[src/rtl/cpu_pkg.sv]
// Shared definitions for the 16-bit CPU: default widths, instruction
// field positions and opcode constants used by fetch and decode.
package cpu_pkg;

  // Default datapath widths
  localparam int DEFAULT_ADDR_W  = 8;
  localparam int DEFAULT_INSTR_W = 16;

  // Instruction field positions: opcode [15:11], rd [10:8], imm8 [7:0]
  localparam int OPCODE_MSB = 15;
  localparam int OPCODE_LSB = 11;
  localparam int RD_MSB     = 10;
  localparam int RD_LSB     = 8;
  localparam int IMM_MSB    = 7;
  localparam int IMM_LSB    = 0;

  // Opcode constants
  localparam logic [4:0]  OP_JMPI = 5'b10011;
  localparam logic [4:0]  OP_BRN  = 5'b10111;
  localparam logic [15:0] OP_NOP  = 16'h0000;

  // Fetch unit control states
  typedef enum logic {
    IDLE = 1'b0,
    RUN  = 1'b1
  } fetch_state_t;

endpackage

[src/rtl/fetch_predecode.sv]
// Combinational pre-decode of the raw ROM word: flags an unconditional
// JMPI and extracts its immediate target so fetch can fold the jump.
module fetch_predecode
  import cpu_pkg::*;
#(
  parameter int ADDR_W  = DEFAULT_ADDR_W,
  parameter int INSTR_W = DEFAULT_INSTR_W
) (
  input  logic [INSTR_W-1:0] rom_data,
  output logic               is_jmpi,
  output logic [ADDR_W-1:0]  jmpi_target
);

  // Opcode compare and immediate extraction, zero-extended to the PC width
  always_comb begin
    is_jmpi     = (rom_data[OPCODE_MSB:OPCODE_LSB] == OP_JMPI);
    jmpi_target = ADDR_W'(rom_data[IMM_MSB:IMM_LSB]);
  end

endmodule

[src/rtl/fetch_unit.sv]
// Instruction fetch stage: owns the PC, addresses the combinational
// instruction ROM and hands captured words to decode over valid/ready.
// Optional feature macro: FETCH_JMPI_FOLD_EN (JMPI resolved inside fetch).
module fetch_unit
  import cpu_pkg::*;
#(
  parameter int               ADDR_W   = DEFAULT_ADDR_W,
  parameter int               INSTR_W  = DEFAULT_INSTR_W,
  parameter logic [ADDR_W-1:0] RESET_PC = '0
) (
  input  logic               clk,
  input  logic               rst,
  input  logic               fetch_en,
  output logic [ADDR_W-1:0]  rom_addr,
  input  logic [INSTR_W-1:0] rom_data,
  output logic [INSTR_W-1:0] ir,
  output logic [ADDR_W-1:0]  ir_pc,
  output logic               ir_valid,
  input  logic               ir_ready,
  input  logic               redirect_valid,
  input  logic [ADDR_W-1:0]  redirect_pc
);

  fetch_state_t      state;
  logic [ADDR_W-1:0] pc;
  logic              load;

`ifdef FETCH_JMPI_FOLD_EN
  logic              is_jmpi;
  logic [ADDR_W-1:0] jmpi_target;

  fetch_predecode #(
    .ADDR_W  (ADDR_W),
    .INSTR_W (INSTR_W)
  ) u_predecode (
    .rom_data    (rom_data),
    .is_jmpi     (is_jmpi),
    .jmpi_target (jmpi_target)
  );
`endif

  // The ROM has no latency, so its address is simply the current PC
  assign rom_addr = pc;

  // A new word may be captured when running and the IR slot is free or draining
  assign load = (state == RUN) && fetch_en && (!ir_valid || ir_ready);

  // FSM, PC and IR update; priority is reset > redirect > load > hold
  always_ff @(posedge clk or posedge rst) begin
    if (rst) begin
      state    <= IDLE;
      pc       <= RESET_PC;
      ir       <= INSTR_W'(OP_NOP);
      ir_pc    <= '0;
      ir_valid <= 1'b0;
    end else begin
      state <= fetch_en ? RUN : IDLE;
      if (redirect_valid) begin
        pc       <= redirect_pc;
        ir_valid <= 1'b0;
      end else if (load) begin
`ifdef FETCH_JMPI_FOLD_EN
        if (is_jmpi) begin
          pc       <= jmpi_target;
          ir_valid <= 1'b0;
        end else begin
          ir       <= rom_data;
          ir_pc    <= pc;
          ir_valid <= 1'b1;
          pc       <= pc + ADDR_W'(1);
        end
`else
        ir       <= rom_data;
        ir_pc    <= pc;
        ir_valid <= 1'b1;
        pc       <= pc + ADDR_W'(1);
`endif
      end else if (ir_valid && ir_ready) begin
        ir_valid <= 1'b0;
      end
    end
  end

endmodule

[config.mk]
export PLATFORM = sky130hd
export DESIGN_NAME = fetch_unit
export DESIGN_NICKNAME = d
export VERILOG_FILES = /design/src/rtl/cpu_pkg.sv /design/src/rtl/fetch_predecode.sv /design/src/rtl/fetch_unit.sv
export SDC_FILE = /design/constraint.sdc
export NUM_CORES = 1
export LEC_CHECK = 0
export CORE_UTILIZATION = 45
export DETAILED_ROUTE_END_ITERATION = 10
export PLACE_DENSITY = 0.83
export SYNTH_ARGS = -nofsm -noshare
export SYNTH_HDL_FRONTEND = slang
export SYNTH_SLANG_ARGS = --single-unit
[constraint.sdc]
create_clock -name clk -period 4.5 [get_ports clk]
set_input_delay 0.9 -clock clk [delete_from_list [all_inputs] [get_ports clk]]
set_output_delay 0.9 -clock clk [all_outputs]
set_load 0.05 [all_outputs]
==> results of run 1 <==
-- state kept, by name (all words and copies together) (netlist names) --
register  count
ir_valid      1
ir           16
state         1
rom_addr      8
ir_pc         8
-- critical path: cells and delay by family --
family / cells / cell delay (ps)
muxes: 1 / 420
buffers and inverters: 1 / 710
and+or+nand+nor: 1 / 980
-- cell usage in the layout, fill, tap and decap left out, drive strengths merged, types with 2 or more instances in the layout --
cell / instances
nor3: 3
o21ai: 7
inv: 3
clkdlybuf4s50: 61
nand3: 2
nand2: 9
nor2: 3
dfrtp: 34
a21oi: 2
clkbuf: 7
xnor2: 6
nor4b: 2
mux2: 24
-- worst paths after layout --
kind,start,end,slack (ps),depth (start not counted)
setup reg to reg,ir_valid$_DFFE_PP0P_,ir[13]$_DFFE_PP0P_,2540,3
setup / recovery,redirect_valid,ir[13]$_DFFE_PP0P_,1690,3
min in group asynchronous,rst,ir[7]$_DFFE_PP0P_,960,3
hold reg to reg,ir_pc[3]$_DFFE_PP0P_,ir_pc[3]$_DFFE_PP0P_,510,1
max in group asynchronous,rst,ir[15]$_DFFE_PP0P_,3250,3
hold / removal,ir_pc[3]$_DFFE_PP0P_,ir_pc[3]$_DFFE_PP0P_,510,1
-- through the flow --
step | hold WS, ps | cells | power [uW]
after CTS | 516 | 217 | 973
after global routing | 525 | 217 | 1010
after detailed placement | 495 | 210 | 824
after floorplan | 505 | 109 | 667
final | 507 | 217 | 962
after global placement | 489 | 210 | 813
-- per-layer routing --
| layer | vias to the layer above | part of all wire | wire length (um) | global-route usage |
|---|---|---|---|---|
| li1 | 503 | - | - | - |
| met5 | - | 0 | 0 | 0 |
| met2 | 44 | 0.49 | 1450 | 0.328 |
| met1 | 493 | 0.40 | 1190 | 0.220 |
| met4 | 0 | 0.024 | 72 | 0.0918 |
| met3 | 9 | 0.081 | 240 | 0.0764 |
-- layout make-up --
class / count / area [sq um] / area share
flip-flops and latches: 34 / 851 / 0.398
repair buffers: 62 / 618 / 0.289
multi-input cells: 67 / 559 / 0.261
well taps: 44 / 55.1 / 0.0257
clock buffers: 7 / 45.0 / 0.0211
inverters: 3 / 11.3 / 0.00526
-- where the power goes --
part           internal, uW  leakage (uW)  switching (uW)
Combinational           160      0.000430             259
Sequential              360      0.000408            35.7
Clock                  58.8     0.0000254            89.0
-- kinds of logic (layout without fill, tap and decap cells) --
family | count (synthesis) | in the layout
AOI/OAI and AO/OA | 10 | 10
buffers and inverters | 8 | 72
DFF | 34 | 34
xor gates and xnor gates | 6 | 6
muxes | 25 | 25
and+or+nand+nor | 25 | 25
adders and majority gates | 1 | 1
==> out/metrics.csv, run 1 <==
metric,value,unit
status,completed,
DR vias,1049,
share of cells above drive strength 1,0.202,
Detail Route Antenna Nets,0,
Worst Path Arrival,3010,ps
sequential area share after synthesis,0.582,
worst slew pin tran,1040,ps
top post-synthesis cells by count,"dfrtp_1 (34), mux2_2 (24), nand2_1 (8), o21ai_0 (7), xnor2_1 (6)",
n_diodes,0,
RSZ-0062 raised after global routing,no,
drt wl/cell,13.6,um
synth unique cells,24,
fin util,0.695,
Post-CTS Hold Buffers,0,
adder-cell share of the synthesized area,0.00855,
CP Class,primary input to register,
fin area,2140,sq um
setup TNS,0,ps
post-CTS setup buffer count,0,
GP Congestion,0.836,
largest net degree at the start of global routing,35,
"Req. time, crit path",4710,ps
max-cap violation count,0,
final setup vio count,0,
Starting Density,0.475,
CTS root buffer,clkbuf_4,
CP Launch Type,primary input,
Post-Synthesis Cells,109,
gr usage total,0.196,
nets,203,
Crit path largest cell delay,980,ps
final clock skew,10.3,ps
vias in the first global route,1075,
Synth Flop Type,dfrtp_1,
Leak Pwr,0.000863,uW
Post-DP Area,2090,sq um
Post-Place Worst Slack,1330,ps
drt first pass iters,4,
Area Growth Syn to Fin,46.3,%
clock-pin slew on the worst setup and hold paths,80,ps
syn_nets,139,
1st-iter DRT viols,14,
Syn. warnings,0,
initial antenna violation count,0,
CP Max Fanout,24,
H-tree levels,2,
Synth top area share,0.582,
Max Slew Vio Count,0,
via/cell ratio,4.83,
num rows,20,
final wirelength,2950,um
clock latency on the worst-skew pair,330,ps
total grt overflow,0,
DRC,0,
# port buffers,61,
Clock Sinks,34,
post-synthesis xor/xnor area fraction,0.0359,
Peak supply drop,305,uV
Slew HR,0.307,
mux share of post-synthesis cell area,0.192,
Post-synth EDFFs,0,
setup ws final,1690,ps
# IOs,62,
Synth Cell Area,1460,sq um
Synth async-reset ratio,1.00,
core area,3080,sq um
Synth area leaders,"dfrtp_1 (58%), mux2_2 (18%), xnor2_1 (3.6%), o21ai_0 (2.4%), buf_6 (2.3%)",
die width,59.0,um
clk buf depth,2,
Setup crit end kind,register,
compound-cell area share of the yosys netlist,0.0368,
PD cells,450,nW/um^2
"Min Clock Period, post-route",2810,ps
Post-Synth Simple-Gate Area,0.109,
top-count cell post-synth,dfrtp_1,
Hold Fails Final Rpt,0,
global-route wire length before repair,4870,um
DIE AREA,3480,sq um
DP Wirelength,2240,um
synthesis-stage register bit count,34,
CP max stage cell,nor3_4,
Worst Hold Class,register to register,
Die H,59.0,um
"Critical Path, Cell by Cell",clkdlybuf4s50_1 > nor3_4 > mux2_2,
final worst path period share,0.624,
post-cts sizing count,0,
fillers,235,
CTS buffer count,5,
Yosys top cell by area,dfrtp_1,
Max Fclk,356,MHz
Post-Syn Area per Cell,13.4,sq um
CTS tree,yes,
largest family of logic cells by synthesized area,multiplexers,
(Power assumes the default switching activity.)
==> run 2, diff against run 1 <==
--- a/config.mk
+++ b/config.mk
@@ -5,9 +5,9 @@
 export SDC_FILE = /design/constraint.sdc
 export NUM_CORES = 1
 export LEC_CHECK = 0
-export CORE_UTILIZATION = 45
+export CORE_UTILIZATION = 42
 export DETAILED_ROUTE_END_ITERATION = 10
-export PLACE_DENSITY = 0.83
+export PLACE_DENSITY = 0.78
 export SYNTH_ARGS = -nofsm -noshare
 export SYNTH_HDL_FRONTEND = slang
 export SYNTH_SLANG_ARGS = --single-unit
==> constraint.sdc (replaced) <==
create_clock -name clk -period 2.9 [get_ports clk]
set_input_delay 0.58 -clock clk [delete_from_list [all_inputs] [get_ports clk]]
set_output_delay 0.58 -clock clk [all_outputs]
set_load 0.05 [all_outputs]
==> out/metrics.csv, run 2 (synthesized netlist as in run 1, its figures left out) <==
metric,value,unit,change
# port buffers,61,,unchanged
via/cell ratio,4.87,,+0.73%
num rows,21,,+5.0%
final setup vio count,0,,unchanged
Clock power frac,0.216,,+0.062
"Req. time, crit path",2320,ps,-2390 ps
Setup crit end kind,output pin,,
gr usage total,0.170,,-0.0259
hold_ws,515,ps,+8.21 ps
clock latency on the worst-skew pair,330,ps,about the same
CTS root buffer,clkbuf_4,,
largest net degree at the start of global routing,35,,unchanged
max-cap violation count,0,,unchanged
Post-CTS Hold Buffers,0,,unchanged
CP Class,register to output pin,,
die width,61.0,um,+3.4%
"leading cell type in the layout, fill and taps excluded",clkdlybuf4s50_1,,
final wirelength,3010,um,+1.8%
Slew HR,0.649,,+0.342
drt first pass iters,4,,unchanged
final clock skew,10.1,ps,-0.188 ps
WP buf/inv,1,,unchanged
core area,3340,sq um,+8.4%
Max Slew Vio Count,0,,unchanged
Crit path largest cell delay,870,ps,-110 ps
Clock Sinks,34,,unchanged
"Min Clock Period, post-route",2250,ps,
crit-path leading delay family,buffers and inverters,,
DRC,0,,unchanged
Internal,1010,uW,+74%
n_diodes,0,,unchanged
fin util,0.660,,-0.0356
total grt overflow,0,,unchanged
Max Fclk,445,MHz,
Area Growth Syn to Fin,50.5,%,
CP Max Fanout,7,,-71%
Detail Route Antenna Nets,0,,unchanged
RSZ-0062 raised after global routing,no,,
clock-pin slew on the worst setup and hold paths,90,ps,about the same
share of cells above drive strength 1,0.227,,+0.0250
Hold Fails Final Rpt,0,,unchanged
1st-iter DRT viols,40,,+26
initial antenna violation count,0,,unchanged
DP Wirelength,2310,um,+3.0%
# IOs,62,,unchanged
CTS buffer count,5,,unchanged
DIE AREA,3720,sq um,+6.9%
post-cts sizing count,0,,unchanged
global-route wire length before repair,4480,um,-8.1%
DR vias,1081,,+3.1%
clk buf depth,2,,unchanged
Die H,61.0,um,+3.4%
Worst Hold Class,register to register,,
post-CTS setup buffer count,0,,unchanged
setup TNS,0,ps,unchanged
Comb pwr share,0.404,,-0.031
final worst path period share,0.775,,
Sw Pwr,604,uW,+58%
nets,206,,+1.5%
CP Launch Type,register,,
Reg with most FFs,ir,,
Worst Path Arrival,1670,ps,-1340 ps
worst slew pin tran,525,ps,-511 ps
"commonest non-fill, non-tap cells in the layout","clkdlybuf4s50_1 (61), dfrtp_1 (34), mux2_2 (24), nand2_1 (8), o21ai_0 (7)",,
Starting Density,0.438,,-0.0369
number of flip-flops under the largest register name,16,,unchanged
status,completed,,
"Critical Path, Cell by Cell",clkdlybuf4s50_1,,
Peak supply drop,342,uV,+12%
fillers,272,,+16%
Flop pwr share,0.380,,-0.031
drt wl/cell,13.5,um,-0.46%
GP Congestion,0.743,,-11%
CTS tree,yes,,
CP max stage cell,clkdlybuf4s50_1,,
PD cells,733,nW/um^2,+63%
vias in the first global route,1017,,-5.4%
Net Sw Frac,0.374,,-0.0241
Leak Pwr,0.000897,uW,+4.0%
H-tree levels,2,,unchanged
[run 2: changes by cell type in the layout (fill, tap and decap cells not counted)]
| cell | delta |
|---|---|
| buf_4 | +3 |
| clkbuf_1 | -2 |
| bufinv_16 | +1 |
| clkbuf_8 | +1 |
[run 2: final timing paths]
kind / startpoint / slack [ps] / cells after the start / to
hold / removal: ir_pc[7]$_DFFE_PP0P_ / 510 / 1 / ir_pc[7]$_DFFE_PP0P_
min in group asynchronous: rst / 640 / 3 / ir[12]$_DFFE_PP0P_
setup / recovery: rom_addr[2]$_DFFE_PP0P_ / 650 / 1 / rom_addr[2]
hold reg to reg: ir_pc[7]$_DFFE_PP0P_ / 510 / 1 / ir_pc[7]$_DFFE_PP0P_
setup reg to reg: ir_valid$_DFFE_PP0P_ / 1460 / 4 / ir[10]$_DFFE_PP0P_
max in group asynchronous: rst / 1960 / 3 / rom_addr[0]$_DFFE_PP0P_
[run 2: layout make-up]
type / count / area [sq um] / area share
clock inverters: 1 / 30.0 / 0.0136
multi-input cells: 67 / 559 / 0.254
repair buffers: 65 / 641 / 0.291
inverters: 3 / 11.3 / 0.00512
well taps: 46 / 57.6 / 0.0262
clock buffers: 6 / 51.3 / 0.0233
flip-flops and latches: 34 / 851 / 0.387
[run 2: power groups by stage]
| stage | registers [uW] | logic (uW) | clock network (uW) |
|---|---|---|---|
| 2_1_floorplan | 920 | 115 | 0 |
| 3_3_place_gp | 619 | 646 | 0 |
| 3_5_place_dp | 624 | 656 | 0 |
| 4_1_cts | 614 | 658 | 367 |
| 5_1_grt | 626 | 683 | 380 |
| 6_report | 613 | 652 | 349 |
[run 2: stage by stage]
stage | area [sq um] | cells | power, uW | setup WS (ps)
floorplan | 1460 | 109 | 1040 | 1120
global placement | 2120 | 215 | 1260 | 810
detailed placement | 2120 | 215 | 1280 | 771
CTS | 2200 | 222 | 1640 | 637
global route | 2200 | 222 | 1690 | 608
finish | 2200 | 222 | 1610 | 653
[run 2: metal layers]
| metal | routed length [um] | GRT usage |
|---|---|---|
| met1 | 1220 | 0.188 |
| met2 | 1570 | 0.298 |
| met3 | 185 | 0.0504 |
| met4 | 31 | 0.0877 |
| met5 | 0 | 0 |
